### src/rtl/muldiv_unit_if.sv
// muldiv_unit_if: request/result bundle between the pipeline and the multiply/divide unit.
//   master (pipeline): start, op, opA, opB, hiWrite, loWrite, writeData -> unit
//   slave  (unit):     busy, done, divZero, hi, lo -> pipeline
interface muldiv_unit_if #(parameter int WIDTH = 32);
    logic             start;
    logic [1:0]       op;
    logic [WIDTH-1:0] opA;
    logic [WIDTH-1:0] opB;
    logic             hiWrite;
    logic             loWrite;
    logic [WIDTH-1:0] writeData;
    logic             busy;
    logic             done;
    logic             divZero;
    logic [WIDTH-1:0] hi;
    logic [WIDTH-1:0] lo;

    modport master (
        output start, op, opA, opB, hiWrite, loWrite, writeData,
        input  busy, done, divZero, hi, lo
    );

    modport slave (
        input  start, op, opA, opB, hiWrite, loWrite, writeData,
        output busy, done, divZero, hi, lo
    );
endinterface

### src/rtl/muldiv_unit.sv
// muldiv_unit: iterative MULT/MULTU/DIV/DIVU unit with HI/LO registers, fixed 33-edge latency.
//   clk, reset (sync, active-high); bus (muldiv_unit_if.slave):
//   start/op/opA/opB request, hiWrite/loWrite/writeData MTHI/MTLO,
//   busy/done/divZero status, hi/lo results.
//   Macro MULDIV_DIV_EN enables the divider; without it divide requests are ignored.
module muldiv_unit #(
    parameter int WIDTH = 32
) (
    input logic clk,
    input logic reset,
    muldiv_unit_if.slave bus
);
    typedef enum logic [1:0] {IDLE, CALC, FIX, DONE} state_t;

    state_t           state;
    logic [5:0]       count;
    logic [WIDTH-1:0] acc, lowReg, other, hiR, loR;
    logic [WIDTH-1:0] inMagA, inMagB, nextAcc, nextLow, hiRes, loRes;
    logic [WIDTH:0]   mulSum;
    logic [2*WIDTH-1:0] mulRes;
    logic             aNeg, bNeg, busyR, doneR, idleOrDone, accept;

    assign idleOrDone = (state == IDLE) || (state == DONE);
    assign inMagA = (~bus.op[0] & bus.opA[WIDTH-1]) ? -bus.opA : bus.opA;
    assign inMagB = (~bus.op[0] & bus.opB[WIDTH-1]) ? -bus.opB : bus.opB;

    // Multiply: acc holds the running upper half, lowReg shifts the multiplier out
    // and the product's low bits in, so {acc, lowReg} is the magnitude product at the end.
    assign mulSum = {1'b0, acc} + {1'b0, lowReg[0] ? other : {WIDTH{1'b0}}};
    assign mulRes = (aNeg ^ bNeg) ? -{acc, lowReg} : {acc, lowReg};

`ifdef MULDIV_DIV_EN
    logic             isDiv, divZeroR, fits;
    logic [WIDTH:0]   shifted;
    logic [WIDTH-1:0] diff, quo, rem;

    // Restoring divide: acc is the partial remainder, lowReg shifts the dividend
    // out and the quotient in. A zero divisor always "fits", leaving acc = |opA|.
    assign shifted = {acc, lowReg[WIDTH-1]};
    assign fits    = shifted >= {1'b0, other};
    assign diff    = shifted[WIDTH-1:0] - other;
    assign nextAcc = isDiv ? (fits ? diff : shifted[WIDTH-1:0]) : mulSum[WIDTH:1];
    assign nextLow = isDiv ? {lowReg[WIDTH-2:0], fits} : {mulSum[0], lowReg[WIDTH-1:1]};
    assign quo     = (aNeg ^ bNeg) ? -lowReg : lowReg;
    assign rem     = aNeg ? -acc : acc;
    assign hiRes   = isDiv ? rem : mulRes[2*WIDTH-1:WIDTH];
    assign loRes   = isDiv ? ((other == '0) ? '1 : quo) : mulRes[WIDTH-1:0];
    assign accept  = bus.start & idleOrDone;
    assign bus.divZero = divZeroR;
`else
    assign nextAcc = mulSum[WIDTH:1];
    assign nextLow = {mulSum[0], lowReg[WIDTH-1:1]};
    assign hiRes   = mulRes[2*WIDTH-1:WIDTH];
    assign loRes   = mulRes[WIDTH-1:0];
    assign accept  = bus.start & idleOrDone & ~bus.op[1];
    assign bus.divZero = 1'b0;
`endif

    always_ff @(posedge clk) begin
        if (reset) begin
            state <= IDLE;
            count <= '0;
            busyR <= 1'b0;
            doneR <= 1'b0;
            hiR   <= '0;
            loR   <= '0;
`ifdef MULDIV_DIV_EN
            divZeroR <= 1'b0;
`endif
        end else begin
            doneR <= 1'b0;
`ifdef MULDIV_DIV_EN
            divZeroR <= 1'b0;
`endif
            case (state)
                IDLE, DONE: begin
                    if (bus.hiWrite) hiR <= bus.writeData;
                    if (bus.loWrite) loR <= bus.writeData;
                    state <= accept ? CALC : IDLE;
                    if (accept) begin
                        aNeg  <= ~bus.op[0] & bus.opA[WIDTH-1];
                        bNeg  <= ~bus.op[0] & bus.opB[WIDTH-1];
                        acc   <= '0;
                        count <= '0;
                        busyR <= 1'b1;
`ifdef MULDIV_DIV_EN
                        isDiv  <= bus.op[1];
                        other  <= bus.op[1] ? inMagB : inMagA;
                        lowReg <= bus.op[1] ? inMagA : inMagB;
`else
                        other  <= inMagA;
                        lowReg <= inMagB;
`endif
                    end
                end
                CALC: begin
                    acc    <= nextAcc;
                    lowReg <= nextLow;
                    count  <= count + 6'd1;
                    if (count == 6'(WIDTH - 1)) state <= FIX;
                end
                FIX: begin
                    hiR   <= hiRes;
                    loR   <= loRes;
                    busyR <= 1'b0;
                    doneR <= 1'b1;
`ifdef MULDIV_DIV_EN
                    divZeroR <= isDiv && (other == '0);
`endif
                    state <= DONE;
                end
            endcase
        end
    end

    assign bus.busy = busyR;
    assign bus.done = doneR;
    assign bus.hi   = hiR;
    assign bus.lo   = loR;
endmodule
### src/flat_wrapper.sv
// flat-port wrapper written by rule: the top's interface ports become plain ports
module muldiv_unit_flat 
#(
    parameter int WIDTH = 32
)
  (clk, reset, bus_start, bus_op, bus_opA, bus_opB, bus_hiWrite, bus_loWrite, bus_writeData, bus_busy, bus_done, bus_divZero, bus_hi, bus_lo);
  muldiv_unit_if #(.WIDTH(WIDTH)) bus_i ();
  input logic clk;
  input logic reset;
  input wire logic [$bits(bus_i.start)-1:0] bus_start;
  input wire logic [$bits(bus_i.op)-1:0] bus_op;
  input wire logic [$bits(bus_i.opA)-1:0] bus_opA;
  input wire logic [$bits(bus_i.opB)-1:0] bus_opB;
  input wire logic [$bits(bus_i.hiWrite)-1:0] bus_hiWrite;
  input wire logic [$bits(bus_i.loWrite)-1:0] bus_loWrite;
  input wire logic [$bits(bus_i.writeData)-1:0] bus_writeData;
  output wire logic [$bits(bus_i.busy)-1:0] bus_busy;
  output wire logic [$bits(bus_i.done)-1:0] bus_done;
  output wire logic [$bits(bus_i.divZero)-1:0] bus_divZero;
  output wire logic [$bits(bus_i.hi)-1:0] bus_hi;
  output wire logic [$bits(bus_i.lo)-1:0] bus_lo;
  assign bus_i.start = bus_start;
  assign bus_i.op = bus_op;
  assign bus_i.opA = bus_opA;
  assign bus_i.opB = bus_opB;
  assign bus_i.hiWrite = bus_hiWrite;
  assign bus_i.loWrite = bus_loWrite;
  assign bus_i.writeData = bus_writeData;
  assign bus_busy = bus_i.busy;
  assign bus_done = bus_i.done;
  assign bus_divZero = bus_i.divZero;
  assign bus_hi = bus_i.hi;
  assign bus_lo = bus_i.lo;
  muldiv_unit #(.WIDTH(WIDTH)) u_core (.clk(clk), .reset(reset), .bus(bus_i));
endmodule
### config.mk
export PLATFORM = sky130hd
export DESIGN_NAME = muldiv_unit_flat
export DESIGN_NICKNAME = d
export VERILOG_FILES = /design/src/rtl/muldiv_unit_if.sv /design/src/rtl/muldiv_unit.sv /design/src/flat_wrapper.sv
export SDC_FILE = /design/constraint.sdc
export NUM_CORES = 1
export LEC_CHECK = 0
export ABC_AREA = 1
export CAP_MARGIN = 0
export CELL_PAD_IN_SITES_DETAIL_PLACEMENT = 0
export CELL_PAD_IN_SITES_GLOBAL_PLACEMENT = 1
export CORE_AREA = 2 2 195 159
export DETAILED_ROUTE_END_ITERATION = 7
export DIE_AREA = 0 0 197 161
export HOLD_SLACK_MARGIN = 0.06
export PLACE_DENSITY = 0.91
export SLEW_MARGIN = 20
export SYNTH_ARGS = -nofsm -noshare
export SYNTH_HDL_FRONTEND = slang
export SYNTH_SLANG_ARGS = --single-unit
### constraint.sdc
create_clock -name clk -period 10 [get_ports clk]
set_input_delay 2 -clock clk [delete_from_list [all_inputs] [get_ports clk]]
set_output_delay 2 -clock clk [all_outputs]
set_load 0.05 [all_outputs]
* After elaboration in Yosys (flattened, before gate mapping) *
Index checks and enable logic that the tools add are counted.

storage, ports and cells
  register bits = 172
  input port bits = 103
  output and inout bits = 67
  logic and storage cells = 63

cells by class
  $add $sub $neg = 5
  eq/ne operators = 8
  muxes and demuxes = 20
  bitwise operators = 8
  reductions and logical operators = 11

operator list
  cell                                           number
  case mux 32 bit (2 select lines)               4
  2-to-1 mux 32 bit                              7
  2-to-1 mux 64 bit                              1
  negation 32 bit                                2
  negation 64 bit                                1
  adder 32 x 32 -> 33 bit                        1
  case mux 6 bit (2 select lines)                1
  AND reduction 2 bit                            4
  adder 6 x 1 -> 6 bit, second input constant    1
  == test 6 x 5 -> 1 bit, second input constant  1
  2-to-1 mux 6 bit                               1
  case mux 2 bit (3 select lines)                1
  AND reduction 3 bit                            2
  AND 1 bit                                      4
  == test 2 bit, second input constant           2
  != test 2 x 1 -> 1 bit, second input constant  2
  != test 2 bit, second input constant           2
  nonzero test 2 bit                             2
  2-to-1 mux 1 bit                               3
  inverter 1 bit                                 3
  == test 2 x 1 -> 1 bit, second input constant  1
  logical NOT 2 bit                              1
  2-to-1 mux 2 bit                               1
  case mux 1 bit (2 select lines)                1
  other kinds (3)                                3

* Depth between registers and ports, before layout *
Gate-level depths: netlist (run 1).

  word-level depth = 6
  mapped depth = 18
  gate-level depth less buffers = 16

* Least setup slack after synthesis (run 1) *
OpenSTA, ideal clock, no wires.

  path type = input-to-reg
  from = input port bus_start
  to = register u_core.acc[0], enable pin
  library setup time = 0.565 ns
  arrival = 6.625 ns
  required time = 9.435 ns
  setup slack = 2.811 ns
  cell stages on the path = 4
  path through = nand2_1 -> nor2_1 -> nor2_1 -> nor3_1

on the way
  word-level cells in the longest chain between the ends = 4

RTL lines
  what                                     line                RTL
  start: declaration                       flat_wrapper.sv:10  input wire logic [$bits(bus_i.start)-1:0] bus_start;
  AND 1 bit (2 in series)                  muldiv_unit.sv:55   assign accept = bus.start & idleOrDone & ~bus.op[1];
  != test 2 x 1 -> 1 bit (no source line)  -
  AND reduction 3 bit (no source line)     -
  end signal: assignment                   muldiv_unit.sv:97   acc <= nextAcc;
  end: declaration                         muldiv_unit.sv:17   logic [WIDTH-1:0] acc, lowReg, other, hiR, loR;

Every way passes these cells.
A chain may end at the register's enable or synchronous reset.

* Worst setup path in the final report (run 1) *
  from = input port bus_op[0]
  to = register u_core.lowReg[7] (data pin)

on the way
  word-level cells in the longest chain between the ends = 5

RTL lines
  what                              line                RTL
  start: declaration                flat_wrapper.sv:11  input wire logic [$bits(bus_i.op)-1:0] bus_op;
  inverter 1 bit                    muldiv_unit.sv:25   assign inMagB = (~bus.op[0] & bus.opB[WIDTH-1]) ? -bus.opB : bus.opB;
  AND 1 bit                         muldiv_unit.sv:25
  2-to-1 mux 32 bit                 muldiv_unit.sv:25
  2-to-1 mux 32 bit                 muldiv_unit.sv:80   if (accept) begin
  case mux 32 bit (2 select lines)  muldiv_unit.sv:75   case (state)
  end signal: assignment            muldiv_unit.sv:92   lowReg <= inMagB;
  end signal: assignment            muldiv_unit.sv:98   lowReg <= nextLow;
  end: declaration                  muldiv_unit.sv:17

Every way passes these cells. The select of a mux whose other input is x is not followed.

==> impl_results.md, run 1 <==
* Max-cap violations at 0
* DRC violation count after routing at 0
* Netlist Area Pre-Place at around 13000 sq um
* Worst-Skew Late Latency at around 0.45 ns
* Final WL at around 41 mm
* Hpwl dp at between 30 and 40 mm
* Via density at around 5.5
* H-tree levels at 4
* Slew @ Worst Pin at between 0.9 and 1 ns
* M1 wire length at roughly 21 mm
* Reg clk slew, reported paths at about 0.070 ns
* Final Critical Period at approximately 3.7 ns
* Fin crit share at 0.373
* # fillers at around 3000
* Largest net degree at the start of global routing at 69
* Post-CTS sizing at 0
* Overall Power at just under 4 mW
* CTS sink cnt at ~170
* Mapped Cells at roughly 1900
* Placed Instances at about 2400
* WL met3 at 3.64 mm
* Synth Area per Inst at around 6.7 sq um
* Net Count, Synth at about 2000
* Number of DRC markers in iteration 0 at 1383
* Ant. Diodes at 0
* Top cells by area, synth: edfxtp_1 (23%), nand2_1 (13%), dfxtp_1 (12%)
* CTS tree: built
* WL/cell at about 17 um
* Synth cell count leaders: nand2_1 (439), nor2_1 (239), a21oi_1 (187), inv_1 (187), nand3_1 (168)
* CP Class: in -> reg
* Global-route wire length before repair at about 64 mm
* Post-DRT Antenna Nets at 0
* Setup crit end kind: flop
* Sequential share of the synthesized area at 0.351
* Max Fanout on Critical Path at 31
* Clock Root Buffer: clkbuf_16
* Biggest area consumer among synthesized cells: edfxtp_1
* Fmax at 268 MHz
* Fin cells at ~2400
* Register area at approximately 4400 sq um
* Synth Register Bits at around 170
* Ys async rst share at 0
* Starting density of the core at 0.423
* Yosys cell types at 51
* Syn. warnings at 0
* Antenna violations before repair at 1
* Cell breakdown of the critical path: clkdlybuf4s50_1 > nor2_2 > buf_4 > inv_1 > or2_2 > or2_0 > nand3_1 > o21ai_1
* GPL Wtd Cong at 0.917
* Setup-failing EPs final at 0
* Clock Skew at between 0.015 and 0.02 ns
* Global Route Usage Sum at 0.258
* CTS Buf Count at 17
* CP startpoint kind: input pin
* Slowest stage delay, CP at ~0.5 ns
* Cts hold-fix bufs at 0
* CP max-delay cell: clkdlybuf4s50_1
* Die Height at about 160 um
* Leakage at 6.27 nW
* Post-CTS setup buffer count at 0
* Area growth syn-to-layout at 20.4%
* Most common cell in the netlist: nand2_1
* Core Area at ~30000 sq um
* Post-synth EDFFs at 98
* Max-slew violations at 0
* Via Count at 13200
* First-pass DRT Iterations at 5
* Hold Violations, Final at 0
* DIE WIDTH at a little under 200 um
* Grt total ovfl at 0
* Input/output buffers at about 170
* Min-Delay Path Class: reg -> reg
* Nets@finish at around 2200
* Slew margin rel. at 0.336
* Detail Route met2 WL at roughly 16 mm
* Clock buffer depth at 2
* Share of cells above drive strength 1 at 0.0561
* Required time of the worst setup path at about 10 ns
* Outcome: completed
* Top-level I/O count at 170
* Setup TNS at 0 ns
* Pwr dens at 255 nW/um^2
* RSZ-0062 raised after global routing: false
* Vias in the first global route at between 10000 and 15000
* Share of the synthesized area in the top cell type at 0.233
* Site row count at 57
* CP arrival at approximately 4 ns
* Top Metal Used: met4
* Worst VDD drop at 137 uV
* Top FF cell, synth: edfxtp_1
* Area occupied by multi-input gates at 7180 sq um
* Die area at 31700 sq um
flip-flops by register name, indices dropped and copies added (netlist names):
name / flops
u_core.acc: 32
u_core.bus.hi: 32
u_core.bus.lo: 32
u_core.lowReg: 32
u_core.other: 32
u_core.count: 6
u_core.state: 2
u_core.aNeg: 1
u_core.bNeg: 1
u_core.bus.busy: 1
u_core.bus.done: 1
critical path: cells and delay by family:
family	cells	cell delay, ns
AO/OA/AOI/OAI	1	0.07
AND/OR/NAND/NOR	4	0.77
buffers and inverters	3	1.06
final cells by class:
type / instances / share of cell area
clock buffer: 17 / 0.0280
clock inverter: 15 / 0.00981
inverter: 201 / 0.0497
multi-input combinational: 1448 / 0.473
sequential: 172 / 0.291
tap: 383 / 0.0316
timing repair buffer: 179 / 0.117
worst paths after layout:
kind	start	endpoint	slack (ns)	depth (start not counted)
max reg2reg	u_core.lowReg[0]$_DFFE_PP_	u_core.acc[29]$_SDFFCE_PN0P_	7.16	13
min reg2reg	u_core.count[1]$_SDFFE_PP0P_	u_core.count[1]$_SDFFE_PP0P_	0.49	2
max	bus_op[0]	u_core.lowReg[7]$_DFFE_PP_	6.27	8
min	u_core.count[1]$_SDFFE_PP0P_	u_core.count[1]$_SDFFE_PP0P_	0.49	2
metal layers:
metal  global-route usage  vias to the layer above
li1                     -                     6566
met3               0.0430                       38
met1                0.406                     6009
met5                    0                        -
met2                0.366                      565
met4               0.0557                        0
cell families (layout without fill, tap and decap cells):
family          count (synthesis)  in the layout  synth area share
compound gates                409            409             0.171
buf+inv                       265            412            0.0817
flops                         172            172             0.351
other cells                     1              1          0.000297
xor+xnor                       32             32            0.0222
fa+ha+maj                      39             39            0.0393
simple gates                  967            967             0.334
stage by stage:
stage | util | hold WS (ns) | instance area [sq um] | setup WS (ns)
floorplan | - | 0.450 | 12600 | 2.81
global placement | 0.489 | 0.473 | 14600 | 5.84
detailed placement | 0.489 | 0.477 | 14600 | 5.82
CTS | 0.509 | 0.487 | 15200 | 6.29
global route | 0.509 | 0.522 | 15200 | 6.17
finish | 0.509 | 0.491 | 15200 | 6.27
layout by cell type (no fill, tap or decap), types with 3 or more instances in the layout:
cell,n
nand3b_1,18
buf_4,10
ha_1,36
nand4_1,19
nor3_1,22
a31oi_1,16
nor2_4,9
a21oi_1,187
nand3_1,168
dfxtp_1,74
nor2_1,237
o211ai_1,5
nor2_2,16
xnor2_1,7
edfxtp_1,98
or2_2,3
o21a_1,9
nand2_2,15
nand2_1,439
o21ai_1,17
nor4_1,6
inv_6,4
a21o_1,3
inv_1,187
clkbuf_16,17
xor2_1,25
inv_8,5
or2_1,4
o21ai_0,159
o21ai_2,3
clkdlybuf4s50_1,168
inv_2,13
power by group:
part           total (mW)  switching (mW)  leakage, nW  internal, mW
logic                1.98            1.39         4.47         0.590
registers            1.22           0.211         1.53          1.01
clock network       0.658           0.326        0.278         0.333
total                3.86            1.93         6.27          1.93
(Power assumes the default switching activity.)
==> run 2: changes to the inputs <==
Settings changed: CORE_AREA 2 2 195 159 to 2 2 213 173, DIE_AREA 0 0 197 161 to 0 0 215 175, PLACE_DENSITY 0.91 to 0.82.
Clock period 10 ns to 3 ns, I/O delays scaled along.
==> run 2 against run 1 <==
Against the previous run:
- worst hold slack lost 0.0089 ns
- critical path depth up 6
- register-to-register slack worse by 6.8 ns
- die area increased by 19%
- non-clock buffer count is 12 higher
- wire length increased by 6.8%
- total power increased to 3.4 times the previous value
- global-route usage shrank 2.4 points
- clock power rose to 3.5 times the previous value
- sequential share of layout area shrank 0.57 points
==> impl_results.md, run 2 (synthesis results as in run 1) <==
* Outcome: completed (unchanged)
* Max-cap violations at 0 (unchanged)
* Leakage at 6.37 nW (was 6.27 nW)
* Detail Route met2 WL at 17.4 mm (was 16.3 mm)
* Final WL at 44.1 mm (was 41.3 mm)
* Min-Delay Path Class: reg -> reg (unchanged)
* Grt total ovfl at 0 (unchanged)
* WL/cell at 17.5 um (was 17.1 um)
* Fin crit share at 0.886
* Setup-failing EPs final at 0 (unchanged)
* Cts hold-fix bufs at 0 (unchanged)
* CP arrival at 2.87 ns (was 3.90 ns)
* Slew margin rel. at 0.572 (was 0.336)
* Core Area at 35500 sq um (was 29800 sq um)
* Largest net degree at the start of global routing at 66 (was 69)
* Post-CTS setup buffer count at 0 (unchanged)
* Ant. Diodes at 0 (unchanged)
* Net Switching at 6.59 mW (was 1.93 mW)
* Setup TNS at 0 ns (unchanged)
* Clock Power Share at 0.173 (was 0.170)
* CP Class: reg -> reg (was in -> reg)
* Clock Root Buffer: clkbuf_16 (unchanged)
* Crit path buf inv count at 1 (was 3)
* Dpl ws at 0.169 ns (was 5.82 ns)
* Hold Violations, Final at 0 (unchanged)
* CTS tree: built (unchanged)
* Clock Skew at 0.0202 ns (was 0.0188 ns)
* Post-CTS sizing at 0 (unchanged)
* Fmax at between 300 and 400 MHz
* Top Metal Used: met4 (unchanged)
* Most common cell after layout, fill and taps aside: nand2_1 (unchanged)
* Global Route Usage Sum at 0.234 (was 0.258)
* Slew @ Worst Pin at 0.642 ns (was 0.993 ns)
* Switching share of power at 0.498 (was 0.499)
* Top-level I/O count at 170 (unchanged)
* Input/output buffers at 168 (unchanged)
* Share of cells above drive strength 1 at 0.0621 (was 0.0561)
* Via density at 5.21 (was 5.46)
* Reg clk slew, reported paths at 0.08 ns (was 0.07 ns)
* Sequential Power Share at 0.308 (was 0.316)
* Critical path's most frequent cell: nand2_1
* Area growth syn-to-layout at 22.8% (was 20.4%)
* Site row count at 62 (was 57)
* M1 wire length at 22.8 mm (was 20.7 mm)
* CP startpoint kind: flop (was input pin)
* Die Height at 175 um (was 161 um)
* Vias in the first global route at 11900 (was 11600)
* R2R Setup Slk at 0.34 ns (was 7.16 ns)
* Nets@finish at 2173 (was 2161)
* CTS Buf Count at 17 (unchanged)
* Global-route wire length before repair at 68.4 mm (was 64.1 mm)
* Antenna violations before repair at 0 (was 1)
* Crit path setup slack, layout at 0.343 ns (was 6.27 ns)
* Starting density of the core at 0.355 (was 0.423)
* Slowest stage delay, CP at 0.51 ns (about the same)
* Via Count at 13200 (about the same)
* Final Critical Period at 2.66 ns
* Setup crit end kind: flop (unchanged)
* Critical path's top delay family: simple AND/OR/NAND/NOR gates (was buffers and inverters)
* Int Pwr at 6.65 mW (was 1.93 mW)
* Most frequent cells in the layout: nand2_1 (439), nor2_1 (237), inv_1 (187), a21oi_1 (187) (unchanged)
* Hpwl dp at 35.4 mm (was 32.6 mm)
* H-tree levels at 4 (unchanged)
* Cell breakdown of the critical path: nand2_1 > inv_1 > ha_1 > fa_1 > nand2_1 > nand2_1 > o21ai_1 > o21ai_0 > nand2_1 > nand2_1 > nand2_1 > nand2_1 > a21oi_1 > nor2_1 (was clkdlybuf4s50_1 > nor2_2 > buf_4 > inv_1 > or2_2 > or2_0 > nand3_1 > o21ai_1)
* Number of DRC markers in iteration 0 at 1391 (was 1383)
* Die area at 37600 sq um (was 31700 sq um)
* Comb pwr share at 0.520 (was 0.513)
* Required time of the worst setup path at 3.22 ns (was 10.18 ns)
* CTS sink cnt at 172 (unchanged)
* Max Fanout on Critical Path at 5 (was 31)
* Post-DRT Antenna Nets at 0 (unchanged)
* Worst-Skew Late Latency at 0.47 ns (was 0.45 ns)
* RSZ-0062 raised after global routing: false (unchanged)
* DRC violation count after routing at 0 (unchanged)
* CP max-delay cell: edfxtp_1 (was clkdlybuf4s50_1)
* Pwr dens at 856 nW/um^2 (was 255 nW/um^2)
* First-pass DRT Iterations at 7 (was 5)
* Max-slew violations at 0 (unchanged)
* DIE WIDTH at 215 um (was 197 um)
* Clock buffer depth at 2 (unchanged)
* GPL Wtd Cong at 0.955 (was 0.917)
* WL met3 at 3.52 mm (was 3.64 mm)
* Worst VDD drop at 521 uV (was 137 uV)
[run 2: changes by cell type in the layout (fill, tap and decap cells not counted), moves of 2 or more]
cell | previous run | this run
buf_4 | 10 | 17
clkinv_4 | 1 | 4
clkinv_8 | 2 | 0
buf_12 | 0 | 6
[run 2: power by group through the flow]
stage	Sequential [mW]	Combinational, mW	Clock [mW]
2_1_floorplan	5.02	3.38	0
3_3_place_gp	4.09	6.77	0
3_5_place_dp	4.09	6.80	0
4_1_cts	4.04	6.83	2.32
5_1_grt	4.14	7.51	2.41
6_report	4.07	6.88	2.29
[run 2: through the flow]
step	utilization	hold WS, ns	cell area, sq um	power (mW)	instances
6_report	0.436	0.482	15500	13.2	2524
5_1_grt	0.436	0.524	15500	14.1	2524
4_1_cts	0.436	0.486	15500	13.2	2524
3_5_place_dp	0.419	0.476	14900	10.9	2492
3_3_place_gp	0.419	0.467	14900	10.9	2492
2_1_floorplan	-	0.450	12600	8.40	1885
[run 2: layout make-up]
| type | instances | area, sq um |
|---|---|---|
| Timing Repair Buffer | 191 | 1930 |
| Clock buffer | 17 | 425 |
| Clock inverter | 15 | 165 |
| Tap cell | 480 | 601 |
| Sequential cell | 172 | 4420 |
| Multi-Input combinational cell | 1448 | 7180 |
| Inverter | 201 | 754 |
| Fill cell | 3722 | 20000 |
[run 2: worst register-to-register path: stages, from the launching register on]
cell      delay [ns]
edfxtp_1        0.51
nand2_1         0.11
inv_1           0.05
ha_1            0.20
fa_1            0.39
nand2_1         0.10
nand2_1         0.06
o21ai_1         0.18
o21ai_0         0.24
nand2_1         0.11
nand2_1         0.10
nand2_1         0.07
nand2_1         0.08
a21oi_1         0.15
nor2_1          0.05
[run 2: metal layers]
layer | vias up | global-route usage
met5 | - | 0
met2 | 490 | 0.329
li1 | 6598 | -
met3 | 32 | 0.0432
met1 | 6034 | 0.369
met4 | 0 | 0.0388
[run 2: path summary, 6_finish.rpt]
| path | from | endpoint | cells after the start |
|---|---|---|---|
| min reg2reg | u_core.count[1]$_SDFFE_PP0P_ | u_core.count[1]$_SDFFE_PP0P_ | 2 |
| min | u_core.count[1]$_SDFFE_PP0P_ | u_core.count[1]$_SDFFE_PP0P_ | 2 |
| max reg2reg | u_core.lowReg[0]$_DFFE_PP_ | u_core.acc[31]$_SDFFCE_PN0P_ | 14 |
| max | u_core.lowReg[0]$_DFFE_PP_ | u_core.acc[31]$_SDFFCE_PN0P_ | 14 |
